--- src/rtl/sync_fifo_ctrl.sv ---
// Single-clock FIFO with registered or first-word-fall-through read, occupancy
// flags, synchronous flush and sticky overflow/underflow indicators.
module sync_fifo_ctrl #(
   parameter int DATA_WIDTH = 8,
   parameter int DEPTH      = 16,
   parameter int FWFT       = 0,
   parameter int AFULL_LVL  = 12,
   parameter int AEMPTY_LVL = 4
) (
   input  logic                     clk,
   input  logic                     reset_n,
   input  logic                     flush_i,
   input  logic                     wr_en_i,
   input  logic [DATA_WIDTH-1:0]    wr_data_i,
   input  logic                     rd_en_i,
   output logic [DATA_WIDTH-1:0]    rd_data_o,
   output logic                     rd_valid_o,
   output logic                     full_o,
   output logic                     empty_o,
   output logic                     almost_full_o,
   output logic                     almost_empty_o,
   output logic [$clog2(DEPTH):0]   count_o,
   output logic                     overflow_o,
   output logic                     underflow_o
);

   localparam int AW = $clog2(DEPTH);
   typedef logic [AW:0] ptr_t;

   localparam ptr_t DEPTH_C  = ptr_t'(DEPTH);
   localparam ptr_t AFULL_C  = ptr_t'(AFULL_LVL);
   localparam ptr_t AEMPTY_C = ptr_t'(AEMPTY_LVL);

   logic [DATA_WIDTH-1:0] mem [DEPTH];

   ptr_t wr_ptr_q, wr_ptr_d;
   ptr_t rd_ptr_q, rd_ptr_d;
   ptr_t count;
   logic overflow_q, overflow_d;
   logic underflow_q, underflow_d;
   logic wr_acc, rd_acc;
   logic [AW-1:0] wr_idx, rd_idx;

   // Extra pointer MSB separates full (diff == DEPTH) from empty (diff == 0).
   always_comb begin
      count          = wr_ptr_q - rd_ptr_q;
      full_o         = (count == DEPTH_C);
      empty_o        = (count == '0);
      almost_full_o  = (count >= AFULL_C);
      almost_empty_o = (count <= AEMPTY_C);
      count_o        = count;
      overflow_o     = overflow_q;
      underflow_o    = underflow_q;
      wr_idx         = wr_ptr_q[AW-1:0];
      rd_idx         = rd_ptr_q[AW-1:0];
   end

   // Flush masks both requests, so neither storage nor error flags see them.
   assign wr_acc = wr_en_i & ~full_o  & ~flush_i;
   assign rd_acc = rd_en_i & ~empty_o & ~flush_i;

   always_comb begin
      wr_ptr_d    = wr_ptr_q;
      rd_ptr_d    = rd_ptr_q;
      overflow_d  = overflow_q;
      underflow_d = underflow_q;
      if (flush_i) begin
         wr_ptr_d    = '0;
         rd_ptr_d    = '0;
         overflow_d  = 1'b0;
         underflow_d = 1'b0;
      end else begin
         if (wr_acc)
            wr_ptr_d = wr_ptr_q + ptr_t'(1);
         if (rd_acc)
            rd_ptr_d = rd_ptr_q + ptr_t'(1);
         if (wr_en_i && full_o)
            overflow_d = 1'b1;
         if (rd_en_i && empty_o)
            underflow_d = 1'b1;
      end
   end

   always_ff @(posedge clk or negedge reset_n) begin
      if (!reset_n) begin
         wr_ptr_q    <= '0;
         rd_ptr_q    <= '0;
         overflow_q  <= 1'b0;
         underflow_q <= 1'b0;
      end else begin
         wr_ptr_q    <= wr_ptr_d;
         rd_ptr_q    <= rd_ptr_d;
         overflow_q  <= overflow_d;
         underflow_q <= underflow_d;
      end
   end

   // Storage is deliberately left out of reset.
   always_ff @(posedge clk) begin
      if (wr_acc)
         mem[wr_idx] <= wr_data_i;
   end

   generate
      if (FWFT != 0) begin : g_fwft
         assign rd_data_o  = mem[rd_idx];
         assign rd_valid_o = ~empty_o;
      end else begin : g_reg
         logic [DATA_WIDTH-1:0] rd_data_q, rd_data_d;
         logic                  rd_valid_q, rd_valid_d;

         always_comb begin
            rd_data_d  = rd_data_q;
            rd_valid_d = 1'b0;
            if (flush_i) begin
               rd_data_d = '0;
            end else if (rd_acc) begin
               rd_data_d  = mem[rd_idx];
               rd_valid_d = 1'b1;
            end
         end

         always_ff @(posedge clk or negedge reset_n) begin
            if (!reset_n) begin
               rd_data_q  <= '0;
               rd_valid_q <= 1'b0;
            end else begin
               rd_data_q  <= rd_data_d;
               rd_valid_q <= rd_valid_d;
            end
         end

         assign rd_data_o  = rd_data_q;
         assign rd_valid_o = rd_valid_q;
      end
   endgenerate

endmodule
--- config.mk ---
export PLATFORM = sky130hd
export DESIGN_NAME = sync_fifo_ctrl
export DESIGN_NICKNAME = d
export VERILOG_FILES = /design/src/rtl/sync_fifo_ctrl.sv
export SDC_FILE = /design/constraint.sdc
export NUM_CORES = 1
export LEC_CHECK = 0
export CAP_MARGIN = 20
export CORE_MARGIN = 2
export CORE_UTILIZATION = 50
export CTS_CLUSTER_SIZE = 28
export DETAILED_ROUTE_END_ITERATION = 10
export GPL_ROUTABILITY_DRIVEN = 0
export HOLD_SLACK_MARGIN = 0.06
export PLACE_DENSITY = 0.73
export SYNTH_ARGS = -nofsm -noshare
export SYNTH_HDL_FRONTEND = slang
export SYNTH_SLANG_ARGS = --single-unit
--- constraint.sdc ---
create_clock -name clk -period 10.3 [get_ports clk]
set_input_delay 1.545 -clock clk [delete_from_list [all_inputs] [get_ports clk]]
set_output_delay 1.545 -clock clk [all_outputs]
set_load 0.01 [all_outputs]
### Yosys cells after proc, flatten, opt, wreduce, memory -nomap -nowiden

Memory sizes are Yosys's and may differ from the RTL's.
Cells that the tools add are included.

| storage, ports and cells | value |
|---|---|
| bits in registers | 21 |
| bits in writable memories | 128 |
| bits of input ports | 13 |
| output and inout port bits | 20 |
| logic and storage cells | 41 |
| memories kept | 1 |

Memories:

| name | words | width | rd ports | clocked after memory_dff | wr ports | RTL line | RTL |
|---|---|---|---|---|---|---|---|
| mem | 16 | 8 | 1 | 0 | 1 | 34 | `logic [DATA_WIDTH-1:0] mem [DEPTH];` |

| cells by class | value |
|---|---|
| $add $sub $neg | 3 |
| order comparisons | 2 |
| equal/unequal tests | 1 |
| mux-type cells | 14 |
| bitwise gates (word level) | 7 |
| reduce and logical (&&, ||, !) cells | 7 |

Operator list:

| operator | count |
|---|---|
| $mux W5 | 4 |
| $mux W8 | 2 |
| $add A5 B1 Y5 const B | 2 |
| $mux W1 | 8 |
| $reduce_bool A2 Y1 | 4 |
| $eq A5 B5 Y1 const B | 1 |
| $ge A5 B4 Y1 const B | 1 |
| $le A5 B3 Y1 const B | 1 |
| $logic_not A5 Y1 | 1 |
| $sub A5 B5 Y5 | 1 |
| $and A1 B1 Y1 | 4 |
| $not A1 Y1 | 3 |
| $logic_and A1 B1 Y1 | 2 |

### Depth between registers and ports, before layout

Gate-level depths: netlist of the first run.

| logic depth | value |
|---|---|
| depth after elaboration | 7 |
| mapped depth | 12 |
| gate-level depth less buffers | 10 |

### Worst setup path before layout of the first run

Ideal clock, no wire load.

| path | value |
|---|---|
| kind | flip-flop to output port |
| from | reg wr_ptr_q[0] |
| to | out empty_o |
| data arrival time | 2.157 ns |
| data required time | 8.755 ns |
| slack | 6.598 ns |
| cell stages (with the launch flop) | 9 |
| buffers on the path | 0 |
| cell sequence | dfrtp_1 inv_1 ha_1 fa_1 nand2b_1 a21oi_2 xor2_1 inv_2 nor3_1 |

| on the way | value |
|---|---|
| word-level cells in the longest chain between the ends | 2 |

RTL lines:

| item | RTL line | RTL |
|---|---|---|
| start, declared | 36 | `ptr_t wr_ptr_q, wr_ptr_d;` |
| start signal, assigned | 91 | `wr_ptr_q <= wr_ptr_d;` |
| $sub A5 B5 Y5 | 46 | `count = wr_ptr_q - rd_ptr_q;` |
| via count_o[4] | 22 | `output logic [$clog2(DEPTH):0] count_o,` |
| $logic_not A5 Y1 | 48 | `empty_o = (count == '0);` |
| end, declared | 19 | `output logic empty_o,` |

The timed path passes the listed nets, and every way through them passes these cells.

### Final worst setup path of the first run

| path | value |
|---|---|
| from | reg rd_ptr_q[0] |
| to | out empty_o |

| on the way | value |
|---|---|
| word-level cells in the longest chain between the ends | 2 |

RTL lines:

| item | RTL line | RTL |
|---|---|---|
| start, declared | 37 | `ptr_t rd_ptr_q, rd_ptr_d;` |
| start signal, assigned | 92 | `rd_ptr_q <= rd_ptr_d;` |
| $sub A5 B5 Y5 | 46 |  |
| $logic_not A5 Y1 | 48 |  |

No other way between the ends.

==> flow_summary.toml, run 1 <==
[sta]
finalSetupViolCount = 0
period_share = 0.4901
fmax_ghz = 0.1981
slew_headroom = 0.3334
setup_ws_ns = 5.252
final.setup.tns_ns = 0
worstMarginPinSlew_ns = 0.9968
min_period_ns = 5.048
rsz0062_at_grt = "no"
hold_viol_final = 0
skew_ns = 0.005728
slew_viol_final = 0

[outcome]
status = "complete, no violations"

[die]
dieArea_um2 = 13020
die-height_um = 114.1
die_width_um = 114.1
ios = 33
rows = 40
start_util = 0.5089
core_um2 = 11910

[clocking]
cts_tree = "built"
cts_buffers = 17
path_clk_slew_ns = 0.06
cts_sinks = 149
clk_path_buf_depth = 2
clk_latency_ns = 0.41
postCtsHoldBufs = 0
cts_resized = 0
postCtsSetupBuffers = 0
htree_levels = 4
cts_root_buffer = "clkbuf_16"

[synth]
yosysUniqueCellTypes = 32
yosysSeqAreaShare = 0.7207
syn_inst = 343
ys_ff_latch = 149
avgSynthCellArea_um2 = 17.67
synth_warnings = 0
syn_nets = 366
synth_area_um2 = 6062

[place]
place_hpwl_um = 7384
dp_slack_ns = 5.672
port-buffer-count = 32

[critical_path]
critPathLaunch = "rd_ptr_q[0]"
worstPathArrival_ns = 3.50
slowest_stage = "clkdlybuf4s50_1"
reg2reg_depth = 9
worstSetupEndpointType = "primary output"
reg2reg_from = "rd_ptr_q[0]"
crit_chain = "buf_4 > ha_1 > fa_1 > nand2b_1 > a21oi_2 > xor2_1 > inv_2 > nor3_1 > clkdlybuf4s50_1"
cp_max_fo = 36
slowest_delay_ns = 0.58
r2r_slack_ns = 6.51
required_ns = 8.76
critPathKind = "reg2out"
r2r-end = "mem[3][7]"
startpoint_type = "flop"

[worst_hold_path]
min_from = "overflow_o"
hp-class = "reg2reg"
hold_path_end = "overflow_o"
holdPathStages = 2

[pwr]
swShare = 0.2727
p_leak_nw = 2.389
internal_power_w = 0.001306
p_switching_w = 0.0004895
pwr-share-seq = 0.401
combPwrFrac = 0.260
power.share.clock = 0.340
ir_drop_mv = 0.1165
finalPower_w = 0.001795
p_per_area_nw_per_um2 = 251.4

[routing]
drt-vias-per-instance = 5.855
wl_um = 11970
firstDrtPassIters = 4
drtIter0Drc = 368
drtAntennaViolNets = 0
num_vias = 3197
drcViolationCount = 0
wire_per_inst_um = 21.92

[flow_run]
drv_cap = 0

[finish]
antenna_cells = 0
drive_above_1_share = 0.1880
nFillCells = 840
fin_nets = 409
area.growth.synth_to_final_pct = 17.81

[global_routing]
grt_overflow = 0
antenna_found_initial = 0
grt_max_degree = 37
grt_pass1_wl_um = 18420
grtUsageTotal = 0.1993
grt_pass1_vias = 3201
## placed cells by master, fill, tap and decap left out, types with 5 or more instances in the layout
cell type and count:
clkbuf_1 5, buf_4 5, nand3_1 5, edfxtp_1 128
mux4_2 32, clkdlybuf4s50_1 32, nor2_1 27, a21oi_1 14
nor3_1 7, inv_1 11, or3_1 11, clkbuf_16 17
dfrtp_1 20, ha_1 9, o22ai_1 16, nand2_1 17
## power by group through the flow
stage / registers (W) / clock network, W / logic, W
final: 0.000720 / 0.000610 / 0.000466
after global routing: 0.000725 / 0.000643 / 0.000504
after CTS: 0.000720 / 0.000617 / 0.000468
after detailed placement: 0.000732 / 0 / 0.000464
after global placement: 0.000731 / 0 / 0.000456
after floorplan: 0.000726 / 0 / 0.000303
## how the worst max path moves through the flow
stage,cells after the start,to
floorplan,8,empty_o
global placement,9,empty_o
detailed placement,9,empty_o
CTS,9,empty_o
global route,9,empty_o
finish,9,empty_o
## critical path, delay by kind of cell, from the launching register on
family | cells | cell delay [ns]
and+or+nand+nor | 2 | 0.45
xor gates and xnor gates | 1 | 0.33
buffers and inverters | 3 | 1.03
AOI/OAI and AO/OA | 1 | 0.13
DFF | 1 | 0.38
adders and majority gates | 2 | 0.73
## synth_stat cells, drive strengths merged
library cell	number	area [um^2]
or3	11	68.82
mux4	32	720.7
or4	1	7.510
nor3	7	35.03
nand2b	3	18.77
edfxtp	128	3844
xnor2	2	17.52
clkbuf	7	26.28
dfrtp	21	525.5
buf	7	52.54
nand2	17	63.81
o31ai	2	33.78
ha	9	112.6
o21ai	4	20.02
a21oi	16	87.59
nand3b	3	22.52
fa	1	20.02
inv	12	45.04
xor2	5	51.30
nor2	27	101.4
or2	1	6.260
nand3	5	25.02
or3b	2	17.52
o311ai	1	8.760
o22ai	16	100.1
mux2i	3	30.03
## kinds of logic after synthesis
logic type | Yosys count | synth area share
xor+xnor | 7 | 0.01135
fa+ha+maj | 10 | 0.02188
flops | 149 | 0.7207
mux | 35 | 0.1238
simple gates | 77 | 0.06048
compound gates | 39 | 0.04128
buf+inv | 26 | 0.02043
## state kept, by name (all words and copies together), names as in the netlist
signal / cells
mem: 128
overflow_o: 1
rd_ptr_q: 5
rd_valid_o: 1
rd_data_o: 8
wr_ptr_q: 5
underflow_o: 1
## per-layer routing
layer  GRT usage  up-vias  wire [um]
met5           0        -          0
met4     0.07561        0        243
met3     0.05400       17        600
met2      0.3115       99       5868
met1      0.2717     1646       5258
li1            -     1435          -
## per-stage QoR
step | util | hold WS [ns] | instances | instance area (um^2)
2_1_floorplan | - | 0.5264 | 343 | 6062
3_3_place_gp | 0.5479 | 0.4944 | 513 | 6526
3_5_place_dp | 0.5479 | 0.4916 | 513 | 6526
4_1_cts | 0.5973 | 0.5054 | 545 | 7114
5_1_grt | 0.5996 | 0.5420 | 546 | 7142
6_report | 0.5996 | 0.5019 | 546 | 7142
## cell type report
| cell class | count | area [um^2] | area share |
|---|---|---|---|
| Multi-Input combinational cell | 168 | 1569 | 0.2197 |
| Sequential cell | 149 | 4370 | 0.6119 |
| Clock inverter | 9 | 130.1 | 0.01822 |
| Timing Repair Buffer | 38 | 385.4 | 0.05396 |
| Tap cell | 147 | 183.9 | 0.02575 |
| Inverter | 12 | 45.04 | 0.006307 |
| Clock buffer | 23 | 457.9 | 0.06412 |
Note: power is estimated with default switching activity, not from simulation.
==> run 2, diff against run 1 <==
PLACE_DENSITY = 0.76   (was 0.73)
clock period = 4 ns   (was 10.3 ns; I/O delays follow)
==> run 2 against run 1 <==
Effect of this change: clock power rose to 2.6 times the previous value; sequential share of layout area fell by 0.80 points; wire length rose by 5.2%; cell area rose by 1.3%; power rose to 2.6 times the previous value; global-route usage rose by 1.1 points; sequential cell count did not move; worst hold slack got worse by 0.13 ns; clock-buffer cell count rose by 2; combinational power rose to 2.6 times the previous value; sequential power rose to 2.5 times the previous value; cell count rose by 1.8%; largest power group unchanged; highest routed layer unchanged.
==> flow_summary.toml, run 2 (same netlist as run 1, synthesis figures left out) <==
[critical_path]
startpoint_type = "flop"
worstSetupEndpointType = "primary output"
r2r_slack_ns = 0.56
slowest_delay_ns = 0.58
worstPathArrival_ns = 3.19
path_buf_inv = 3
critPathKind = "reg2out"
crit_chain = "inv_1 > ha_1 > fa_1 > nand2b_1 > a21oi_2 > xor2_1 > inv_2 > nor3_1 > clkdlybuf4s50_1"
required_ns = 3.40
slowest_stage = "clkdlybuf4s50_1"
cp_max_fo = 5
path_delay_family = "buffers and inverters"

[die]
die_width_um = 114.1
rows = 40
start_util = 0.5089
die-height_um = 114.1
core_um2 = 11910
dieArea_um2 = 13020
ios = 33

[clocking]
clk_path_buf_depth = 2
cts_root_buffer = "clkbuf_16"
clk_latency_ns = 0.41
htree_levels = 4
cts_buffers = 17
cts_sinks = 149
cts_resized = 0
path_clk_slew_ns = 0.06
cts_tree = "built"
postCtsSetupBuffers = 0
postCtsHoldBufs = 0

[routing]
drcViolationCount = 0
wl_um = 12590
firstDrtPassIters = 4
wire_per_inst_um = 22.65
drtAntennaViolNets = 0
drtIter0Drc = 337
num_vias = 3336
drt-vias-per-instance = 6.000

[finish]
final_cell_mix = "edfxtp_1 (128), mux4_2 (32), clkdlybuf4s50_1 (32), nor2_1 (27), clkbuf_16 (22)"
layout_commonest_cell = "edfxtp_1"
area.growth.synth_to_final_pct = 19.38
fin_cells = 556
largest_reg_flops = 128
antenna_cells = 0
fin_area_um2 = 7237
fin_nets = 419
drive_above_1_share = 0.2152
nFillCells = 841
top_register = "mem"

[global_routing]
grt_max_degree = 36
grt_overflow = 0
grtUsageTotal = 0.2106
antenna_found_initial = 0
grt_pass1_vias = 3370
grt_pass1_wl_um = 19750

[place]
place_hpwl_um = 7976
dp.cells = 523
place_area_um2 = 6601
port-buffer-count = 32
dp_slack_ns = 0.5880

[sta]
period_share = 0.9469
slew_headroom = 0.4101
min_period_ns = 3.788
final.setup.tns_ns = 0
skew_ns = 0.007008
fmax_ghz = 0.2640
worstMarginPinSlew_ns = 0.8848
slew_viol_final = 0
hold_viol_final = 0
rsz0062_at_grt = "no"
setup_ws_ns = 0.2124
finalSetupViolCount = 0
holdWs_ns = 0.3697

[pwr]
p_per_area_nw_per_um2 = 645.1
ir_drop_mv = 0.3431
p_leak_nw = 2.460

[outcome]
status = "complete, no violations"

[worst_hold_path]
hp-class = "in2async"

[flow_run]
drv_cap = 0
==> run 2: worst paths after layout <==
kind / startpoint / endpoint / cells past startpoint
worst min-delay path: reset_n / wr_ptr_q[1] / 1
min in group clk: overflow_o / overflow_o / 2
worst max-delay path: wr_ptr_q[0] / empty_o / 9
worst max register to register: wr_ptr_q[0] / mem[3][6] / 9
max in group asynchronous: reset_n / rd_ptr_q[0] / 2
worst min register to register: overflow_o / overflow_o / 2
==> run 2: power by group <==
part / switching (W) / leakage, nW / internal [W]
registers: 0.0000504 / 1.44 / 0.00178
clock network: 0.000605 / 0.307 / 0.00100
logic: 0.000643 / 0.716 / 0.000591
==> run 2: area by class of cell <==
class                      instances  area (um^2)  share of cell area
clock buffer                      25        571.8             0.07901
multi-input combinational        168         1569              0.2168
inverter                          12        45.04            0.006224
sequential                       149         4370              0.6039
clock inverter                     7        48.80            0.006743
tap                              147        183.9             0.02541
timing repair buffer              48        447.9             0.06189
==> run 2: worst register-to-register path, stage by stage, from the launching register on <==
cell	delay, ns
dfrtp_1	0.40
inv_1	0.13
ha_1	0.25
fa_1	0.40
nand2b_1	0.17
a21oi_2	0.14
xor2_1	0.34
o31ai_2	0.23
or2_2	0.40
nor2_1	0.61
==> run 2: routing by layer <==
| layer | GRT usage | share of wire |
|---|---|---|
| met4 | 0.09593 | 0.029 |
| met1 | 0.3008 | 0.43 |
| met3 | 0.04870 | 0.066 |
| met2 | 0.3131 | 0.47 |
| met5 | 0 | 0 |
==> run 2: metrics by stage <==
step                total power (W)    util
global route               0.004873  0.6076
global placement           0.003062  0.5542
CTS                        0.004696  0.6063
detailed placement         0.003090  0.5542
finish                     0.004669  0.6076
floorplan                  0.002649       -
